==> src/rtl/main_pkg.sv <==
// Shared types and constants for the registered ones counter.
// Optional running total is enabled with the MAIN_ACC_EN macro.
package main_pkg;

   localparam int COUNT_W   = 2;
   localparam int ACC_W_DEF = 8;

   typedef logic [COUNT_W-1:0] count_t;

   function automatic count_t pack_count(input logic c,
                                         input logic s);
      return {c, s};
   endfunction

endpackage

==> src/rtl/main_fa_cell.sv <==
// Purely combinational full adder: counts the ones among x, y, z.
// Used as the leaf cell of main_ones_count.
module main_fa_cell (
   input  logic x,
   input  logic y,
   input  logic z,
   output logic s,
   output logic c
);

   assign s = x ^ y ^ z;
   assign c = (x & y) | (x & z) | (y & z);

endmodule

==> src/rtl/main_ones_count.sv <==
// Registered 3-input ones counter with valid strobe.
// Define MAIN_ACC_EN to add acc_clear and the ones_total running sum.
module main_ones_count
   import main_pkg::*;
#(
   parameter int ACC_W = ACC_W_DEF
) (
   input  logic             clk,
   input  logic             rst_n,
   input  logic             in_valid,
   input  logic             x,
   input  logic             y,
   input  logic             z,
`ifdef MAIN_ACC_EN
   input  logic             acc_clear,
   output logic [ACC_W-1:0] ones_total,
`endif
   output logic             c,
   output logic             s,
   output logic             out_valid
);

   logic   fa_s;
   logic   fa_c;
   count_t cnt;

   main_fa_cell u_fa (
      .x (x),
      .y (y),
      .z (z),
      .s (fa_s),
      .c (fa_c)
   );

   assign cnt = pack_count(fa_c, fa_s);

   // c/s hold their last value while in_valid is low
   always_ff @(posedge clk or negedge rst_n) begin
      if (!rst_n) begin
         c         <= 1'b0;
         s         <= 1'b0;
         out_valid <= 1'b0;
      end else begin
         out_valid <= in_valid;
         if (in_valid) begin
            {c, s} <= cnt;
         end
      end
   end

`ifdef MAIN_ACC_EN
   logic [ACC_W-1:0] acc_base;
   logic [ACC_W-1:0] acc_next;

   // clear first, then fold in a concurrent sample
   always_comb begin
      acc_base = acc_clear ? '0 : ones_total;
      acc_next = acc_base;
      if (in_valid) begin
         acc_next = acc_base + ACC_W'(cnt);
      end
   end

   always_ff @(posedge clk or negedge rst_n) begin
      if (!rst_n) begin
         ones_total <= '0;
      end else begin
         ones_total <= acc_next;
      end
   end
`endif

endmodule

==> config.mk <==
export PLATFORM = sky130hd
export DESIGN_NAME = main_ones_count
export DESIGN_NICKNAME = d
export VERILOG_FILES = /design/src/rtl/main_pkg.sv /design/src/rtl/main_fa_cell.sv /design/src/rtl/main_ones_count.sv
export SDC_FILE = /design/constraint.sdc
export NUM_CORES = 1
export LEC_CHECK = 0
export ABC_AREA = 1
export ABC_CLOCK_PERIOD_IN_PS = 1700
export CORE_AREA = 4 4 41 43
export CTS_CLUSTER_DIAMETER = 100
export CTS_CLUSTER_SIZE = 20
export DETAILED_ROUTE_END_ITERATION = 10
export DIE_AREA = 0 0 45 47
export DONT_BUFFER_PORTS = 1
export GPL_ROUTABILITY_DRIVEN = 1
export SLEW_MARGIN = 20
export SYNTH_ARGS = -nofsm -noshare
export SYNTH_HDL_FRONTEND = slang
export SYNTH_SLANG_ARGS = --single-unit
==> constraint.sdc <==
create_clock -name clk -period 1.7 [get_ports clk]
set_clock_uncertainty 0.1 [all_clocks]
set_input_delay 0.34 -clock clk [delete_from_list [all_inputs] [get_ports clk]]
set_output_delay 0.34 -clock clk [all_outputs]
set_load 0.01 [all_outputs]
==> impl_summary.txt <==
----------------------------------------------------
[Outcome]
  Run status ... completed

[Timing]
  Final sum of negative setup slack ... 0 ps
  Final max-slew violation count ... 0
  Worst rel slew slack ... 89.9%
  Period utilization ... 63.7%
  Hold Vio Cnt, Final ... 0
  Final setup vio count ... 0
  Transition time at the pin with the least slew margin ... 151 ps
  Setup repair after global routing missed its margin ... no
  Clock period minus worst slack ... 1080 ps
  Maximum clock rate ... 924 MHz

[Worst setup path]
  Worst R2R End ... c
  Crit path DAT ... 640 ps
  Minimum setup slack among reg-to-reg paths ... 950 ps
  Top fanout value on the critical path ... 2
  Endpoint kind of the worst setup timing path ... output port
  Required arrival time at the worst endpoint ... 1260 ps
  Number of cells traversed by the worst register-to-register path ... 2
  Critical setup path kind ... reg -> out
  Launching point of the worst reg2reg path ... c
  Element type at the critical path start ... register

[Detailed routing]
  Detailed Routing Iterations Pass 1 ... 1
  Routed via count ... 87
  Via/cell ratio ... 2.81
  Routed wire length ... 283 µm
  Average routed wire per standard cell ... 9.13 µm
  Remaining antenna violation count ... 0
  Starting DRT DRC Count ... 0
  Remaining DRCs ... 0

[Logic synthesis]
  Number of storage elements in the synthesis netlist ... 3
  Count of yosys warnings during synthesis ... 0
  Mean instance size in the synthesized netlist ... 11.0 µm²
  Number of distinct standard cells referenced by the synthesized netlist ... 4
  Synth top area share ... 61.9%
  Biggest area consumer among synthesized cells ... sky130_fd_sc_hd__dfrtp_1
  Synth top area cells ... sky130_fd_sc_hd__dfrtp_1 (62%), sky130_fd_sc_hd__nand2_1 (19%), sky130_fd_sc_hd__fa_1 (16%)
  Area of the mapped netlist ... 121 µm²
  Synth Net Count ... 18
  Synthesized netlist cell count ... 11
  Share of synthesized area occupied by flip-flops and latches ... 61.9%

[Final layout]
  Layout Nets ... 24
  Register area ... 75.1 µm²
  Most frequent cells in the layout ... sky130_fd_sc_hd__nand2_1 (6), sky130_fd_sc_hd__dfrtp_1 (3), sky130_fd_sc_hd__clkbuf_4 (3)
  Share of cells above drive strength 1 ... 18.8%
  Antenna Cells ... 0
  Area occupied by multi-input gates ... 42.5 µm²
  Area growth from synthesis to layout ... 45.4%
  Layout filler cell count ... 161
  Most common library cell in the layout ignoring fill and taps ... sky130_fd_sc_hd__nand2_1

[Pwr]
  Peak supply drop ... 0.0000888 V
  Leakage power ... 0.0852 nW
  Total power draw ... 0.224 mW
  Internal power ... 0.174 mW
  Power per Cell Area ... 1270 nW/µm²
  Sw frac ... 22.3%
  Comb power frac ... 6.0%
  Net load switching power ... 0.0499 mW
  Register share of total power ... 39.3%
  Fraction of power consumed by the clock network ... 54.7%

[GRT]
  Antenna violations before repair ... 0
  Largest net degree at the start of global routing ... 5
  First-pass GRT wire length ... 379 µm
  Number of global-route vias before repair ... 105
  Total track usage ... 3.16%
  Total congestion overflow ... 0

[Floorplanning]
  Effective utilization at floorplan ... 9.33%
  # rows ... 13
  Core footprint ... 1300 µm²
  Area enclosed by the die boundary ... 2120 µm²
  Top Ports ... 9
  Height of the die ... 47 µm
  Horizontal die dimension ... 45 µm

[Job]
  Max-cap viol count ... 0

[CTS]
  Clk buf depth ... 2
  Total number of H-tree levels ... 1
  Number of sinks on the clock net ... 3
  Post-CTS setup repair buffer count ... 0
  Cts bufs inserted ... 3
  TritonCTS clock tree ... built
  Clock latency reported for the late side of the worst-skew pair ... 230 ps
  CTS Root Cell ... sky130_fd_sc_hd__clkbuf_4
  Clk slew on worst S/H paths ... 40 ps

[Worst hold path]
  Instance count along the most critical hold path ... 0
  Class of the most critical hold timing path ... in -> reg
  Endpoint, Worst Hold ... out_valid
  Hold Startpoint ... in_valid

[Placed design]
  Buffers on Ports ... 0
  DPL Wire Length ... 236 µm
  Routability cong. ... 0.592

----------------------------------------------------
registers in the layout, indices dropped and copies added (netlist names):
| signal | flops |
|---|---|
| c | 1 |
| s | 1 |
| out_valid | 1 |
worst max-delay path by stage:
stage                     start  end  slack [ps]  cells past startpoint
after floorplan               y    s         580                      3
after global placement        y    s         540                      3
after detailed placement      y    s         540                      3
after CTS                     c    c         610                      0
after global routing          c    c         600                      0
final                         c    c         620                      0
metrics by stage:
| step | utilization, % | hold WS [ps] | setup WS [ps] | std cells | instance area, µm² |
|---|---|---|---|---|---|
| floorplan | - | -55.6 | 582 | 11 | 121 |
| global placement | 10.8 | -55.5 | 541 | 26 | 140 |
| detailed placement | 10.8 | -55.5 | 537 | 26 | 140 |
| CTS | 13.6 | 28.0 | 606 | 31 | 176 |
| global route | 13.6 | 30.2 | 602 | 31 | 176 |
| finish | 13.6 | 37.1 | 617 | 31 | 176 |
layer usage:
layer | vias up | global-route usage (%) | part of all wire [%]
met3 | 0 | 1.92 | 19
met2 | 10 | 2.82 | 38
li1 | 41 | - | -
met5 | - | 0 | 0
met1 | 36 | 2.97 | 42
met4 | 0 | 7.02 | 0
cells by family after synthesis:
family | count (synthesis) | share of synthesized area (%)
simple gates | 6 | 18.6
fa+ha+maj | 1 | 16.5
flops | 3 | 61.9
buf+inv | 1 | 3.09
power groups by stage:
stage	Combinational [mW]	Clock (mW)	Sequential [mW]
3_5_place_dp	0.0114	0	0.0892
5_1_grt	0.0166	0.131	0.0890
3_3_place_gp	0.0111	0	0.0887
2_1_floorplan	0.00839	0	0.0872
4_1_cts	0.0144	0.129	0.0883
6_report	0.0135	0.122	0.0879
cell usage after synthesis (all sizes together):
| cell type | number |
|---|---|
| nand2 | 6 |
| fa | 1 |
| inv | 1 |
| dfrtp | 3 |
timing repair:
action | in CTS | in global routing
gates resized for setup | 0 | 0
hold endpoints to repair | 3 | 0
hold buffers | 1 | 0
layout make-up:
| type | instances | share of cell area, % |
|---|---|---|
| well taps | 15 | 10.6 |
| flip-flops and latches | 3 | 42.6 |
| repair buffers | 1 | 5.67 |
| multi-input cells | 7 | 24.1 |
| inverters | 1 | 2.13 |
| clock buffers | 4 | 14.9 |
Power figures use the tool's default switching activity.
